$ cat config.mk
export PLATFORM = sky130hd
export DESIGN_NAME = sevenseg_scan_driver
export DESIGN_NICKNAME = d
export VERILOG_FILES = /design/src/rtl/sevenseg_scan_driver.sv
export SDC_FILE = /design/constraint.sdc
export NUM_CORES = 1
export LEC_CHECK = 0
export CAP_MARGIN = 30
export CORE_UTILIZATION = 42
export DETAILED_ROUTE_END_ITERATION = 10
export GPL_ROUTABILITY_DRIVEN = 0
export HOLD_SLACK_MARGIN = 0.02
export PLACE_DENSITY = 0.73
export SLEW_MARGIN = 20
export SYNTH_ARGS = -nofsm -noshare
export SYNTH_HDL_FRONTEND = slang
export SYNTH_SLANG_ARGS = --single-unit
$ cat constraint.sdc
create_clock -name clk -period 6.66 [get_ports clk]
set_clock_uncertainty 0.1 [all_clocks]
set_input_delay 1.332 -clock clk [delete_from_list [all_inputs] [get_ports clk]]
set_output_delay 1.332 -clock clk [all_outputs]
set_load 0.02 [all_outputs]
$ cat src/rtl/sevenseg_scan_driver.sv
// ============================================================================
// sevenseg_scan_driver
// ----------------------------------------------------------------------------
// Purpose:
//   Display stage for the Basys3 LED rotator. Takes a 16-bit hex value plus
//   four decimal-point requests and time-multiplexes them onto the 4-digit
//   common-anode seven-segment display.
//
//   - A slot counter divides the clock into digit slots of DIGIT_PERIOD cycles.
//     Four slots make one frame.
//   - The first BLANK_CYCLES cycles of every slot keep all anodes off. This
//     lets the previous digit's cathode pattern drain away so it does not ghost
//     onto the next digit.
//   - New values are staged in a pending register. They move into the display
//     register only at a frame boundary, so a frame never shows a torn value.
//   - Leading-zero suppression and per-digit enables act live.
//
// Ports:
//   clk          system clock (100 MHz on the board)
//   rst          synchronous reset, active-high
//   value_in     hex value, nibble k drives digit k (digit 0 = rightmost)
//   dp_in        decimal-point request per digit, active-high
//   value_valid  single-cycle strobe capturing value_in / dp_in
//   digit_en     per-digit enable, applied live
//   lz_blank     leading-zero suppression enable, applied live
//   an           anode drives, active-low
//   seg          cathodes {g,f,e,d,c,b,a}, active-low
//   dp           decimal-point cathode, active-low
//   frame_start  high for the single cycle in which the display register loads
// ============================================================================
module sevenseg_scan_driver #(
    parameter int DIGIT_PERIOD = 100000,
    parameter int BLANK_CYCLES = 1000
) (
    input  logic        clk,
    input  logic        rst,
    input  logic [15:0] value_in,
    input  logic [3:0]  dp_in,
    input  logic        value_valid,
    input  logic [3:0]  digit_en,
    input  logic        lz_blank,
    output logic [3:0]  an,
    output logic [6:0]  seg,
    output logic        dp,
    output logic        frame_start
);

    localparam int CNT_W = (DIGIT_PERIOD > 2) ? $clog2(DIGIT_PERIOD) : 1;
    localparam logic [CNT_W-1:0] SLOT_LAST = CNT_W'(DIGIT_PERIOD - 1);
    localparam logic [CNT_W-1:0] BLANK_END = CNT_W'(BLANK_CYCLES);
    localparam logic [6:0]       SEG_OFF   = 7'h7F;

    // ------------------------------------------------------------------------
    // State registers
    // ------------------------------------------------------------------------
    logic [CNT_W-1:0] slot_cnt_q,  slot_cnt_d;
    logic [1:0]       digit_idx_q, digit_idx_d;
    logic [15:0]      pend_val_q,  pend_val_d;
    logic [3:0]       pend_dp_q,   pend_dp_d;
    logic [15:0]      disp_val_q,  disp_val_d;
    logic [3:0]       disp_dp_q,   disp_dp_d;
    logic [3:0]       an_q,        an_d;
    logic [6:0]       seg_q,       seg_d;
    logic             dp_q,        dp_d;

    // Internal combinational signals
    logic             slot_wrap;
    logic             frame_tick;
    logic             blank_active;
    logic [3:0]       cur_nibble;
    logic [3:0]       lz_supp;
    logic             lit;

    // ------------------------------------------------------------------------
    // Hex to active-low seven-segment decode, bit order {g,f,e,d,c,b,a}
    // ------------------------------------------------------------------------
    function automatic logic [6:0] hex_to_seg(input logic [3:0] nib);
        logic [6:0] s;
        case (nib)
            4'h0:    s = 7'b1000000;
            4'h1:    s = 7'b1111001;
            4'h2:    s = 7'b0100100;
            4'h3:    s = 7'b0110000;
            4'h4:    s = 7'b0011001;
            4'h5:    s = 7'b0010010;
            4'h6:    s = 7'b0000010;
            4'h7:    s = 7'b1111000;
            4'h8:    s = 7'b0000000;
            4'h9:    s = 7'b0010000;
            4'hA:    s = 7'b0001000;
            4'hB:    s = 7'b0000011;
            4'hC:    s = 7'b1000110;
            4'hD:    s = 7'b0100001;
            4'hE:    s = 7'b0000110;
            default: s = 7'b0001110;
        endcase
        return s;
    endfunction

    // ------------------------------------------------------------------------
    // Scan timing: slot counter and digit index.
    // The frame boundary is the last cycle of digit 3's slot. The display
    // register loads on the edge that ends that cycle, so the new value is in
    // place from the very first cycle of digit 0's slot.
    // ------------------------------------------------------------------------
    always_comb begin
        slot_cnt_d  = slot_cnt_q;
        digit_idx_d = digit_idx_q;
        slot_wrap   = (slot_cnt_q == SLOT_LAST);
        frame_tick  = slot_wrap && (digit_idx_q == 2'd3);
        if (slot_wrap) begin
            slot_cnt_d  = '0;
            digit_idx_d = digit_idx_q + 2'd1;
        end else begin
            slot_cnt_d  = slot_cnt_q + 1'b1;
        end
    end

    // ------------------------------------------------------------------------
    // Value staging.
    // Strobes always land in the pending register, and the last strobe of a
    // frame wins. A strobe that coincides with the frame boundary also goes
    // straight into the display register. Otherwise a value arriving exactly
    // at the boundary would wait a whole extra frame.
    // ------------------------------------------------------------------------
    always_comb begin
        pend_val_d = pend_val_q;
        pend_dp_d  = pend_dp_q;
        disp_val_d = disp_val_q;
        disp_dp_d  = disp_dp_q;
        if (value_valid) begin
            pend_val_d = value_in;
            pend_dp_d  = dp_in;
        end
        if (frame_tick) begin
            if (value_valid) begin
                disp_val_d = value_in;
                disp_dp_d  = dp_in;
            end else begin
                disp_val_d = pend_val_q;
                disp_dp_d  = pend_dp_q;
            end
        end
    end

    // ------------------------------------------------------------------------
    // Lit decision for the digit currently being scanned.
    // A digit above 0 is suppressed when it and every more significant nibble
    // are zero. Digit 0 always shows, so a zero value still reads "0".
    // ------------------------------------------------------------------------
    always_comb begin
        cur_nibble = disp_val_q[3:0];
        case (digit_idx_q)
            2'd0:    cur_nibble = disp_val_q[3:0];
            2'd1:    cur_nibble = disp_val_q[7:4];
            2'd2:    cur_nibble = disp_val_q[11:8];
            default: cur_nibble = disp_val_q[15:12];
        endcase

        lz_supp    = 4'b0000;
        lz_supp[3] = lz_blank && (disp_val_q[15:12] == 4'h0);
        lz_supp[2] = lz_supp[3] && (disp_val_q[11:8] == 4'h0);
        lz_supp[1] = lz_supp[2] && (disp_val_q[7:4] == 4'h0);

        blank_active = (BLANK_CYCLES != 0) && (slot_cnt_q < BLANK_END);

        lit = !blank_active && digit_en[digit_idx_q] && !lz_supp[digit_idx_q];
    end

    // ------------------------------------------------------------------------
    // Next output values. All three outputs are registered together, so the
    // anode and cathode patterns always switch on the same edge.
    // ------------------------------------------------------------------------
    always_comb begin
        an_d  = 4'hF;
        seg_d = SEG_OFF;
        dp_d  = 1'b1;
        if (lit) begin
            an_d  = ~(4'b0001 << digit_idx_q);
            seg_d = hex_to_seg(cur_nibble);
            dp_d  = ~disp_dp_q[digit_idx_q];
        end
    end

    // ------------------------------------------------------------------------
    // Register bank with synchronous reset. Reset blanks the display on the
    // next edge and restarts the scan from digit 0.
    // ------------------------------------------------------------------------
    always_ff @(posedge clk) begin
        if (rst) begin
            slot_cnt_q  <= '0;
            digit_idx_q <= 2'd0;
            pend_val_q  <= 16'h0000;
            pend_dp_q   <= 4'h0;
            disp_val_q  <= 16'h0000;
            disp_dp_q   <= 4'h0;
            an_q        <= 4'hF;
            seg_q       <= SEG_OFF;
            dp_q        <= 1'b1;
        end else begin
            slot_cnt_q  <= slot_cnt_d;
            digit_idx_q <= digit_idx_d;
            pend_val_q  <= pend_val_d;
            pend_dp_q   <= pend_dp_d;
            disp_val_q  <= disp_val_d;
            disp_dp_q   <= disp_dp_d;
            an_q        <= an_d;
            seg_q       <= seg_d;
            dp_q        <= dp_d;
        end
    end

    assign an          = an_q;
    assign seg         = seg_q;
    assign dp          = dp_q;
    // frame_start is decoded from registered state. Gating it with rst keeps
    // it low while reset is held.
    assign frame_start = frame_tick && !rst;

endmodule

# After elaboration in Yosys (flattened, before gate mapping)
# Memory sizes are Yosys's and may differ from the RTL's. A register that Yosys moved wholly into a read port is not among the register bits.
# Index checks and enable logic that the tools add are counted.
# op_classes
n_lt_le_gt_ge,2
reduce_logical,16
shifts,1
n_eq_ne,4
mux,9
n_bitwise,3
add_sub_neg,2
# op_table
op,count
$add 17x1->17 const B,1
$eq 17x17->1 const B,1
$lt 17x10->1 const B,1
$mux 16,1
$logic_not 4->1,3
$pmux 4 s3,1
$logic_and 1x1->1,7
$bmux 1 s2,3
$eq 2x2->1 const B,2
$mux 4,1
$not 4->4,1
$reduce_or 2->1,2
$shl 1x2->4 const A,1
$logic_not 1->1,3
$lt 2x3->1 const B,1
$mux 1,3
$add 2x1->2 const B,1
$eq 2x1->1 const B,1
$logic_not 2->1,1
$not 1->1,2
# word_totals
regBits,64
memories,1
elab_cells,46
rom_bits,112
output_inout_bits,13
inputBits,28
# mem_list
memory,words,word_bits,rd,rd_clocked_by_memory_dff,wr,line_no,text
(name not given),16,7,1,1,0,79,case (nib)

# Longest topological paths before layout
# logic_depth
word_depth,10
ltp_mapped,11
mapped_depth_nobuf,10

# Worst setup path before layout
# OpenSTA, ideal clock, no wires.
# synth_timing
kind,in2out
from,input rst
to,output frame_start
required_ns,5.228
stages,2
n_path_buf,1
arrival_time_ns,2.271
slack_ns,2.957
path_cell_list,clkbuf_1 -> nor4_1
# synth_via
elab_chain_len,2
# synth_rtl
item,line_no,text
"start, declared",36,"input logic rst,"
$logic_not 1->1,218,assign frame_start = frame_tick && !rst;
$logic_and 1x1->1,218,
"end, declared",45,output logic frame_start
# No other way between the ends.

# Worst setup path in the final report
# Ends and elaborated chain as after synthesis.

==> flow_metrics.py <==
metrics = {
    "worst_setup_path": {
        "required_ps": 5230,
        "cp-end-kind": "output pin",
        "path_max_fanout": 47,
        "r2r_setup_slack_ps": 3840,
        "arrival_ps": 2720,
        "worst_setup_path_start_kind": "primary input",
        "r2r-start": "digit_idx_q[0]",
        "r2r_cells": 10,
        "r2r_end": "seg[5]",
        "crit_type": "primary input to output pin",
    },
    "cts": {
        "htree_levels": 3,
        "post_cts_buffers": 0,
        "cts_tree": "built",
        "cts_resized": 0,
        "cts_hold_buffers": 0,
        "cts_buffer_depth": 2,
        "cts.clk_slew.worst_paths_ps": 70,
        "cts-root-buf": "clkbuf_8",
        "insertion_delay_ps": 350,
        "cts_sinks": 71,
        "cts_buffers": 9,
    },
    "run": {
        "cap_violations": 0,
    },
    "sta": {
        "rsz0062_at_grt": "no",
        "setup_violations": 0,
        "tns_ps": 0,
        "final.setup.worst_slack_ps": 2510,
        "finalCriticalPeriod_ps": 4150,
        "tightest_slew_ps": 899,
        "maxSlewViolCount": 0,
        "fmax_mhz": 241,
        "finalHoldViolCount": 0,
        "slew_headroom_pct": 39.8,
        "min_period_over_period_pct": 62.3,
    },
    "logic_synthesis": {
        "syn_area_um2": 3090,
        "synth_cells": 317,
        "syn_area_per_cell_um2": 9.74,
        "yosysUniqueCellTypes": 37,
        "ys_ff_latch": 71,
        "synth_flop_cell": "dfxtp_1",
        "synthesis.nets": 356,
        "yosysSeqAreaShare_pct": 46.0,
        "async_reset_ff_share_pct": 0,
        "ys_warn_count": 0,
        "synth_edf_count": 0,
    },
    "hold_path": {
        "worstHoldEndpoint": "slot_cnt_q[0]",
        "hold_path.class": "flop to flop",
        "worstHoldStart": "slot_cnt_q[0]",
        "hold-path-cell-count": 1,
    },
    "route": {
        "drtIter0Drc": 162,
        "drtAntennaViolNets": 0,
        "routed_wl_um": 6010,
        "drcViolationCount": 0,
        "drtPass1Iterations": 5,
        "vias": 2298,
        "wl_per_cell_um": 13.2,
        "via_per_inst": 5.04,
    },
    "finish": {
        "drive_above_1_share_pct": 13.6,
        "stdcell_area_um2": 3780,
        "final_util_pct": 54.5,
        "layout_commonest_cell": "dfxtp_1",
        "final_cell_mix": "dfxtp_1, nor2_1, clkdlybuf4s50_1",
        "nFillCells": 628,
        "area_delta_synth_final_pct": 22.5,
        "nets": 394,
        "antennaDiodeCount": 0,
    },
    "global_route": {
        "grt_max_degree": 48,
        "grt_pass1_vias": 2170,
        "grt_use_total_pct": 16.9,
        "antenna_found_initial": 0,
        "grt_remaining_overflow": 0,
        "grt_pass1_wl_um": 9960,
    },
    "power": {
        "cellLeakagePower_uw": 0.00140,
        "switchingPower_uw": 202,
        "pwr_density_cell_nw_per_um2": 231,
        "pwr-share-clk_pct": 45.0,
        "vdd_drop_max_mv": 0.0929,
        "p_comb_share_pct": 5.2,
        "seqPwrFrac_pct": 49.8,
        "switching_share_pct": 23.1,
        "p_int_uw": 673,
    },
    "floorplan": {
        "fp.dieW_um": 87.7,
        "io_pins": 41,
        "start_util_pct": 44.5,
        "die_h_um": 87.7,
        "core_um2": 6940,
        "rows": 30,
        "dieArea_um2": 7700,
    },
    "placed_design": {
        "dp_slack_ps": 2500,
        "port-buffer-count": 40,
        "dpl_cell_area_um2": 3550,
        "dp_hpwl_um": 4090,
    },
    "outcome": {
        "status": "completed",
    },
}
-- power by group through the flow --
stage / Combinational (µW) / Clock [µW] / Sequential (µW)
4_1_cts: 46.2 / 402 / 436
5_1_grt: 50.1 / 418 / 436
3_5_place_dp: 46.1 / 0 / 446
6_report: 45.5 / 394 / 436
2_1_floorplan: 25.6 / 0 / 445
3_3_place_gp: 45.3 / 0 / 445
-- per-stage QoR --
step | instances | power [µW] | hold slack [ps]
after CTS | 455 | 884 | 344
after floorplan | 317 | 470 | 312
after global routing | 456 | 905 | 371
after global placement | 439 | 490 | 322
after detailed placement | 439 | 492 | 333
final | 456 | 875 | 339
-- final cells by class --
| type | instances | area (µm²) | area share [%] |
|---|---|---|---|
| repair buffers | 44 | 425 | 11.2 |
| clock inverters | 7 | 103 | 2.71 |
| multi-input cells | 220 | 1560 | 41.1 |
| well taps | 96 | 120 | 3.18 |
| flip-flops and latches | 71 | 1420 | 37.6 |
| inverters | 9 | 33.8 | 0.893 |
| clock buffers | 9 | 124 | 3.27 |
-- how the worst max path moves through the flow --
stage / depth (start not counted) / startpoint / end
6_report: 4 / rst / frame_start
5_1_grt: 4 / rst / frame_start
4_1_cts: 4 / rst / frame_start
3_5_place_dp: 4 / rst / frame_start
3_3_place_gp: 4 / rst / frame_start
2_1_floorplan: 2 / rst / frame_start
-- critical path, stage by stage --
cell             delay, ps
buf_2                   90
buf_4                  280
nor4_1                 330
clkdlybuf4s50_1        650
-- sequential cells by signal, summed over array words and instances (netlist names), 2 cells and up --
| register | flops |
|---|---|
| an | 4 |
| slot_cnt_q | 17 |
| seg | 7 |
| pend_dp_q | 4 |
| pend_val_q | 16 |
| digit_idx_q | 2 |
| disp_dp_q | 4 |
| disp_val_q | 16 |
-- layer usage --
| metal | routed length [µm] | track usage [%] | vias to the layer above | share of wire [%] |
|---|---|---|---|---|
| met2 | 2820 | 27.5 | 52 | 47 |
| li1 | - | - | 1183 | - |
| met3 | 255 | 5.18 | 8 | 4.2 |
| met4 | 49 | 5.96 | 0 | 0.82 |
| met1 | 2880 | 21.1 | 1055 | 48 |
| met5 | 0 | 0 | - | 0 |
-- Yosys cell counts, types with 4 or more instances --
cell type	number	area share, %
nor2_1	66	8.0
xnor2_1	8	2.3
a211oi_2	20	8.1
clkbuf_1	8	0.97
buf_2	6	0.97
o21ai_0	5	0.81
and3_1	4	0.81
inv_1	9	1.1
mux2i_1	25	8.1
nand2_1	25	3.0
nand3_1	7	1.1
nor4_1	4	0.81
dfxtp_1	71	46
o211ai_1	6	1.5
ha_1	11	4.5
xor2_1	8	2.3
-- kinds of logic after synthesis --
group | after synthesis | synth area share [%]
flops | 71 | 46.0
compound gates | 41 | 12.7
buf+inv | 26 | 3.77
fa+ha+maj | 11 | 4.46
simple gates | 123 | 18.2
xor+xnor | 16 | 4.54
mux | 29 | 10.3
Note: power is estimated with default switching activity, not from simulation.
